## src/rtl/seg_pkg.sv

```systemverilog
// Shared types and constants for the multiplexed 7-segment scan controller.
package seg_pkg;

  typedef enum logic {ON, GAP} scan_state_e;

  localparam logic [7:0] COM_OFF   = 8'hFF;
  localparam logic [6:0] SEG_BLANK = 7'b0000000;

  // Segment patterns a..g (a = bit 6) for BCD digits 9 down to 0.
  localparam logic [9:0][6:0] SEG_TAB = {
    7'b1111011, 7'b1111111, 7'b1110000, 7'b1011111, 7'b1011011,
    7'b0110011, 7'b1111001, 7'b1101101, 7'b0110000, 7'b1111110
  };

endpackage

```

## src/rtl/seg_scan_ctrl_if.sv

```systemverilog
// Producer-to-display frame load handshake.
interface seg_scan_ctrl_if;
  logic        LD_REQ;
  logic [31:0] LD_DATA;
  logic        LD_ACK;

  modport master (output LD_REQ, output LD_DATA, input LD_ACK);
  modport slave  (input LD_REQ, input LD_DATA, output LD_ACK);
endinterface

```

## src/rtl/seg_dec4to7.sv

```systemverilog
// Combinational BCD to 7-segment decoder; non-BCD codes render as a blank digit.
module seg_dec4to7
  import seg_pkg::*;
(
  input  logic [3:0] bcd_i,
  output logic [6:0] seg_o
);

  always_comb begin
    seg_o = SEG_BLANK;
    if (bcd_i <= 4'd9) seg_o = SEG_TAB[bcd_i];
  end

endmodule

```

## src/rtl/seg_scan_ctrl.sv

```systemverilog
// Scan scheduler for an 8-digit multiplexed display: per-digit ON window, blanking
// gap, atomic frame commit at the digit 7 -> 0 boundary and leading-zero blanking.
module seg_scan_ctrl
  import seg_pkg::*;
#(
  parameter int DIV       = 1000,
  parameter int ON_TICKS  = 3,
  parameter int GAP_TICKS = 1
) (
  input  logic                  C,
  input  logic                  R,
  input  logic                  EN,
  input  logic                  LZB,
  seg_scan_ctrl_if.slave        ld,
  output logic [2:0]            SEL,
  output logic [7:0]            SEG_COM,
  output logic [6:0]            SEG7,
  output logic                  FRAME
);

  localparam int PW   = (DIV > 1) ? $clog2(DIV) : 1;
  localparam int TMAX = (ON_TICKS > GAP_TICKS) ? ON_TICKS : GAP_TICKS;
  localparam int TW   = (TMAX > 1) ? $clog2(TMAX) : 1;
  localparam logic [PW-1:0] PRE_LAST = PW'(DIV - 1);
  localparam logic [TW-1:0] ON_LAST  = TW'(ON_TICKS - 1);
  localparam logic [TW-1:0] GAP_LAST = TW'((GAP_TICKS > 0) ? GAP_TICKS - 1 : 0);

  logic [PW-1:0] presc_q, presc_d;
  logic [TW-1:0] tick_q, tick_d;
  scan_state_e   state_q, state_d;
  logic [2:0]    sel_q, sel_d;
  logic [31:0]   active_q, active_d;
  logic [7:0]    com_q, com_d;
  logic [6:0]    seg7_q, seg7_d;
  logic          ack_q, ack_d;
  logic          frame_q, frame_d;

  logic          scan_tick;
  logic          gap_exit;
  logic          lz_blank;
  logic [3:0]    dig_nib;
  logic [6:0]    dec_seg;

  assign dig_nib  = active_q[{sel_q, 2'b00} +: 4];
  // A digit is a leading zero when it and every digit above it are zero.
  assign lz_blank = LZB && (sel_q != 3'd0) && ((active_q >> {sel_q, 2'b00}) == 32'd0);

  seg_dec4to7 u_dec (
    .bcd_i (dig_nib),
    .seg_o (dec_seg)
  );

  always_comb begin
    presc_d   = presc_q;
    tick_d    = tick_q;
    state_d   = state_q;
    sel_d     = sel_q;
    active_d  = active_q;
    ack_d     = 1'b0;
    frame_d   = 1'b0;
    gap_exit  = 1'b0;
    scan_tick = EN && (presc_q == PRE_LAST);

    if (EN) presc_d = scan_tick ? '0 : presc_q + PW'(1);

    if (scan_tick) begin
      unique case (state_q)
        ON: begin
          if (tick_q == ON_LAST) begin
            tick_d = '0;
            if (GAP_TICKS == 0) gap_exit = 1'b1;
            else                state_d  = GAP;
          end else begin
            tick_d = tick_q + TW'(1);
          end
        end
        GAP: begin
          if (tick_q == GAP_LAST) begin
            tick_d   = '0;
            state_d  = ON;
            gap_exit = 1'b1;
          end else begin
            tick_d = tick_q + TW'(1);
          end
        end
        default: ;
      endcase
    end

    // The only point where a new frame may be adopted; ack_q guards a held REQ.
    if (gap_exit) begin
      sel_d = sel_q + 3'd1;
      if (sel_q == 3'd7) begin
        frame_d = 1'b1;
        if (ld.LD_REQ && !ack_q) begin
          active_d = ld.LD_DATA;
          ack_d    = 1'b1;
        end
      end
    end

    com_d  = COM_OFF;
    seg7_d = SEG_BLANK;
    if (EN && (state_q == ON)) begin
      com_d  = ~(8'b1 << sel_q);
      seg7_d = lz_blank ? SEG_BLANK : dec_seg;
    end
  end

  always_ff @(posedge C or negedge R) begin
    if (!R) begin
      presc_q  <= '0;
      tick_q   <= '0;
      state_q  <= ON;
      sel_q    <= 3'd0;
      active_q <= 32'd0;
      com_q    <= COM_OFF;
      seg7_q   <= SEG_BLANK;
      ack_q    <= 1'b0;
      frame_q  <= 1'b0;
    end else begin
      presc_q  <= presc_d;
      tick_q   <= tick_d;
      state_q  <= state_d;
      sel_q    <= sel_d;
      active_q <= active_d;
      com_q    <= com_d;
      seg7_q   <= seg7_d;
      ack_q    <= ack_d;
      frame_q  <= frame_d;
    end
  end

  assign SEL       = sel_q;
  assign SEG_COM   = com_q;
  assign SEG7      = seg7_q;
  assign FRAME     = frame_q;
  assign ld.LD_ACK = ack_q;

endmodule

```

## src/flat_wrapper.sv

```systemverilog
// flat-port wrapper written by rule: the top's interface ports become plain ports
module seg_scan_ctrl_flat import seg_pkg::*;
#(
  parameter int DIV       = 1000,
  parameter int ON_TICKS  = 3,
  parameter int GAP_TICKS = 1
)
  (C, R, EN, LZB, SEL, SEG_COM, SEG7, FRAME, ld_LD_REQ, ld_LD_DATA, ld_LD_ACK);
  seg_scan_ctrl_if ld_i ();
  input  logic C;
  input  logic R;
  input  logic EN;
  input  logic LZB;
  output logic [2:0] SEL;
  output logic [7:0] SEG_COM;
  output logic [6:0] SEG7;
  output logic FRAME;
  input wire logic [$bits(ld_i.LD_REQ)-1:0] ld_LD_REQ;
  input wire logic [$bits(ld_i.LD_DATA)-1:0] ld_LD_DATA;
  output wire logic [$bits(ld_i.LD_ACK)-1:0] ld_LD_ACK;
  assign ld_i.LD_REQ = ld_LD_REQ;
  assign ld_i.LD_DATA = ld_LD_DATA;
  assign ld_LD_ACK = ld_i.LD_ACK;
  seg_scan_ctrl #(.DIV(DIV), .ON_TICKS(ON_TICKS), .GAP_TICKS(GAP_TICKS)) u_core (.C(C), .R(R), .EN(EN), .LZB(LZB), .ld(ld_i), .SEL(SEL), .SEG_COM(SEG_COM), .SEG7(SEG7), .FRAME(FRAME));
endmodule
```

## config.mk

```make
export PLATFORM = sky130hd
export DESIGN_NAME = seg_scan_ctrl_flat
export DESIGN_NICKNAME = d
export VERILOG_FILES = /design/src/rtl/seg_pkg.sv /design/src/rtl/seg_scan_ctrl_if.sv /design/src/rtl/seg_dec4to7.sv /design/src/rtl/seg_scan_ctrl.sv /design/src/flat_wrapper.sv
export SDC_FILE = /design/constraint.sdc
export NUM_CORES = 1
export LEC_CHECK = 0
export CORE_ASPECT_RATIO = 0.5
export CORE_MARGIN = 8
export CORE_UTILIZATION = 35
export DETAILED_ROUTE_END_ITERATION = 16
export PLACE_DENSITY = 0.68
export SLEW_MARGIN = 5
export SYNTH_ARGS = -nofsm -noshare
export SYNTH_HDL_FRONTEND = slang
export SYNTH_SLANG_ARGS = --single-unit
```

## constraint.sdc

```tcl
create_clock -name C -period 4.35 [get_ports C]
set_input_delay 0.87 -clock C [delete_from_list [all_inputs] [get_ports C]]
set_output_delay 0.87 -clock C [all_outputs]
set_load 0.02 [all_outputs]
```

Word level (Yosys, flattened, before mapping) --
Memories as Yosys holds them, arrays and structs flattened. Cells that the tools add are included.
Storage, ports and cells: register bits 65, bits in read-only memories 112, input bits 37, output and inout bits 20, word-level logic and storage cells 53, memories 1
Memory list:
- (no name shown) | depth 16, bits a word 7, read ports 1, clocked after memory_dff 0, wr ports 0, line seg_dec4to7.sv:11 | if (bcd_i <= 4'd9) seg_o = SEG_TAB[bcd_i];
Cells by class: $add $sub $neg 3, magnitude comparators 2, equality and inequality tests 3, shift-type cells 3, muxes and demuxes 20, bitwise logic cells 2, reductions and logical operators 10
Operators with widths (number):
- $logic_not 32->1 | 1
- $shiftx 32x6->4 | 1
- $shr 32x5->32 | 1
- $mux 7 | 4
- $add 10x1->10 const B | 1
- $eq 10x10->1 const B | 1
- $mux 1 | 10
- $mux 10 | 1
- $mux 8 | 1
- $not 8->8 | 1
- $shl 1x3->8 const A | 1
- $logic_and 1x1->1 | 5
- $lt 4x5->1 const B | 1
- $le 4x4->1 const B | 1
- $mux 2 | 2
- $pmux 2 s2 | 1
- $add 3x1->3 const B | 1
- $eq 3x3->1 const B | 1
- $reduce_and 3->1 | 1
- $reduce_bool 3->1 | 1
- $add 2x1->2 const B | 1
- $eq 2x2->1 const B | 1
- $logic_not 2->1 | 1
- $pmux 1 s2 | 1
- 2 further kinds | 2

Longest topological paths before layout --
depth after elaboration 6, gate-level depth with buffers 12, depth with buffers taken out 9

By module --
A second synthesis with hierarchy kept.
Second synthesis, totals: cell total of the unflattened synthesis 306, area, all modules 3442.1 um^2
By module, submodules not included:
- seg_scan_ctrl | times used 1, cells an instance 280, area each 3248.1 um^2, seq. area each 1636.6 um^2
- seg_dec4to7 | times used 1, cells an instance 26, area each 193.9 um^2, seq. area each 0.0 um^2

Worst setup path before layout --
No wires, ideal clock.
path kind reg-to-reg, start point register u_core.sel_q[0], in the netlist u_core.SEL[0], end point register u_core.seg7_q[1], in the netlist u_core.SEG7[1], setup time 0.129 ns, data arrival time 2.848 ns, data required time 4.221 ns, slack 1.373 ns, cell stages (with the launch flop) 13, buffers on the path 3, clock period less this slack 2.977 ns, cells stage by stage dfrtp_1 buf_2 buf_4 buf_4 mux4_2 mux2i_1 ha_1 and2_1 nand4_1 o21ai_0 o211ai_1 a22oi_4 nor3b_1
Between the ends: word-level cells in the longest chain between the ends 6, elaborated cells on any way between the ends 12, those cells by class 1 x order compare; 2 x shift; 4 x mux; 4 x reduce/logical; 1 x memory
Ends and longest elaborated chain:
- start: declaration | line seg_scan_ctrl.sv:31 | logic [2:0] sel_q, sel_d;
- start signal: assignment | line seg_scan_ctrl.sv:125 | sel_q <= sel_d;
- $shiftx 32x6->4 | line seg_scan_ctrl.sv:44 | assign dig_nib = active_q[{sel_q, 2'b00} +: 4];
- $mem_v2 16x7
- $mux 7 (implied by the code) | line seg_dec4to7.sv:11
- $mux 7 | line seg_dec4to7.sv:11
- $mux 7 (*) | line seg_scan_ctrl.sv:106 | seg7_d = lz_blank ? SEG_BLANK : dec_seg;
- $mux 7 (*) | line seg_scan_ctrl.sv:104 | if (EN && (state_q == ON)) begin
- net u_core.seg7_d[1] | line seg_scan_ctrl.sv:34 | logic [6:0] seg7_q, seg7_d;
- end signal: assignment | line seg_scan_ctrl.sv:128 | seg7_q <= seg7_d;
- end: declaration | line seg_scan_ctrl.sv:34
Mark *: on every way through the listed nets, which the timed path passes. The rest lies on a longest branch. The select of a mux whose other input is x is not followed. A chain may end at the register's enable or synchronous reset.

Worst setup path after layout --
start point register u_core.sel_q[0], in the netlist u_core.SEL[0], end point register u_core.seg7_q[4], in the netlist u_core.SEG7[4]
The elaborated chain is that of the path after synthesis.

==> metrics <==
via-per-instance ratio 4.92; Simple-Gate Fraction of Synth Area 12.5%; Seq/Total Area, Yosys between 40% and 50%; gp weighted congestion 0.861; RSZ-0062 raised after global routing no; Main synth FF type dfrtp_1; Area growth, synth to finish 28.1%; Buffers on Ports 56; vias in the first global route 2,404; initial core utilization around a third; hpwl dp between 5000 and 6000 um; ant diodes 0; Slew HR a little over two fifths; met2 usage between 15 and 20%; fill count between 900 and 1,000; fmax 300 MHz; Worst R2R Setup Slack about 1.0 ns; Nets about 400; Post-route DRC 0; pwr/cell area 348 nW/um^2; die area around 14,000 um^2; row count 26; Post-synth top cells dfrtp_1, mux2_4, nor2_1; all-layer global routing usage between 10% and 20%; main combinational cell family by area after synthesis multiplexers; initial drt markers ~190; Final Hold Fails 0; global-route wire length before repair between 10,000 and 15,000 um; Cell Area, Synth ~3500 um^2; Clock Path Buffers 2; Synth Net Count about 340; H-Tree Depth 3; adder-cell share of the synthesized area 6.02%; DRT antenna net count 0; XOR/XNOR share of the synthesized area 1.74%; Slew @ Worst Pin 0.854 ns; Ys Warns 0; crit path DAT between 3 and 4 ns; Final Slew Violations 0; #FFs+latches synth 65; clock skew about 0.0096 ns; total of max-cap violations 0; Crit Path Max Fanout 20; Die Wd between 150 and 200 um; Die Ht 87.0 um; CTS buffer count 9; Cells after Synth ~290; Worst R2R End u_core.SEG7[4]; peak supply drop 165 uV; status completed; area of the core ~10,000 um^2; initial antenna violation count 0; I/O Pins 57; Setup CP Type reg2reg; Hold-fix buffers, CTS 0; Root Driver clkbuf_16; Top Usage Layer GRT met2; vias 2,424; most common cell in the netlist dfrtp_1; crit end category register; M1 GR Usage about 15%; clk_lat worst skew between 0.3 and 0.4 ns; worst r2r src u_core.SEL[0]; met3 Use GR 3.37%; Critical Path RT around 4.5 ns; hold slack slightly below 0.5 ns; compound-cell area share of the yosys netlist 6.98%; layout cell share with drive strength beyond 1 between 20% and 30%; final wirelength approximately 7500 um; top cells by area, synth dfrtp_1, mux2_4, ha_1; asr flop ratio synth between 90% and 100%; postcts setup bufs 0; final setup TNS 0 ns; depth of the most critical reg-to-reg path 9; Final setup viols 0; final cycle utilization of the critical path between 70 and 80%; Clock Pin Slew Worst Setup and Hold Paths about 0.05 ns; clk sinks 65; CTS tree yes; Post-synth EDFFs 0; WL/cell 15.2 um; Startpoint Class register; syn avg cell area around 12 um^2; hold path cells 1; Yosys cell types 43; LEAKAGE around 0.0020 uW; largest net degree at the start of global routing 40; hold path start u_core.presc_q[9]; worst-case hold path end point u_core.presc_q[9]; min Tclk post-route ~3.3 ns; post_cts resized 0; top-area cell type share of the netlist area between 40% and 50%; Hold Path Class reg2reg; Synth area leader dfrtp_1; grt ovf 0; drt first pass iters 4; mux contribution to synthesized area approximately 22%
-- worst max-delay path, stage by stage, from the launching register on --
cell	delay, ns
dfrtp_1	0.86
mux4_2	0.63
mux2i_1	0.39
ha_1	0.32
and2_1	0.21
nand4_1	0.10
o21ai_0	0.20
o211ai_1	0.15
a22oi_4	0.24
a211oi_1	0.09
-- area by class of cell --
cell class                      instances  area (um^2)  share of cell area (%)
Multi-Input combinational cell        202         1740                    38.5
Sequential cell                        65         1640                    36.2
Timing Repair Buffer                   61          606                    13.4
Clock buffer                           15          298                    6.59
Tap cell                              140          175                    3.87
Inverter                                9         33.8                   0.747
Clock inverter                          1         30.0                   0.664
-- metal layers --
layer / part of all wire, % / wire length, um
met4: 1.9 / 139
met3: 4.9 / 364
met2: 48 / 3570
met5: 0 / 0
met1: 46 / 3420
-- logic make-up after synthesis --
family | count (synthesis)
AND/OR/NAND/NOR | 88
flip-flops | 65
multiplexers | 52
adder cells (fa/ha/maj) | 17
XOR/XNOR | 7
AO/OA/AOI/OAI | 38
buffers and inverters | 21
-- power breakdown --
part | internal, uW | switching [uW]
Combinational | 72.2 | 56.3
Sequential | 639 | 37.7
Clock | 522 | 249
Total | 1230 | 343
-- how the worst max path moves through the flow --
stage,start,end,slack (ns)
finish,u_core.SEL[0],u_core.SEG7[4],1.02
global route,u_core.SEL[0],u_core.SEG7[4],0.80
CTS,u_core.SEL[0],u_core.SEG7[4],1.0
detailed placement,EN,u_core.active_q[25],0.89
global placement,EN,u_core.active_q[25],0.91
floorplan,u_core.SEL[0],u_core.SEG7[1],1.37
-- through the flow --
stage	setup slack, ns	cells	cell area (um^2)	power [uW]	util (%)
after floorplan	1.37	288	3530	747	-
after global placement	0.908	477	4190	815	41.9
after detailed placement	0.894	477	4190	818	41.9
after CTS	0.995	493	4520	1600	45.1
after global routing	0.798	493	4520	1640	45.1
final	1.02	493	4520	1580	45.1
-- layout by cell type, fill, tap and decap left out, types with 3 or more instances in the layout --
cell type	netlist	routed
dfrtp_1	57	57
nand3_1	8	8
nand4_1	3	3
clkbuf_16	0	9
o211ai_1	4	4
a211oi_1	4	4
o21ai_0	8	8
a21oi_1	15	15
buf_4	4	4
mux2i_1	7	7
clkdlybuf4s50_1	0	55
mux2_2	7	7
ha_1	17	17
nor2_1	24	24
mux4_2	8	8
nor3_1	13	13
dfstp_2	8	8
nand2_1	20	20
xor2_1	3	3
clkbuf_8	0	5
inv_1	8	8
xnor2_1	4	4
mux2_4	30	30
-- registers in the layout, indices dropped and copies added, names as in the netlist, named ones only --
signal and cells:
u_core.active_q 32, u_core.presc_q 10, u_core.SEG_COM 8, u_core.SEG7 7
u_core.SEL 3, u_core.tick_q 2, u_core.FRAME 1, u_core.ld.LD_ACK 1
Power figures use the tool's default switching activity.
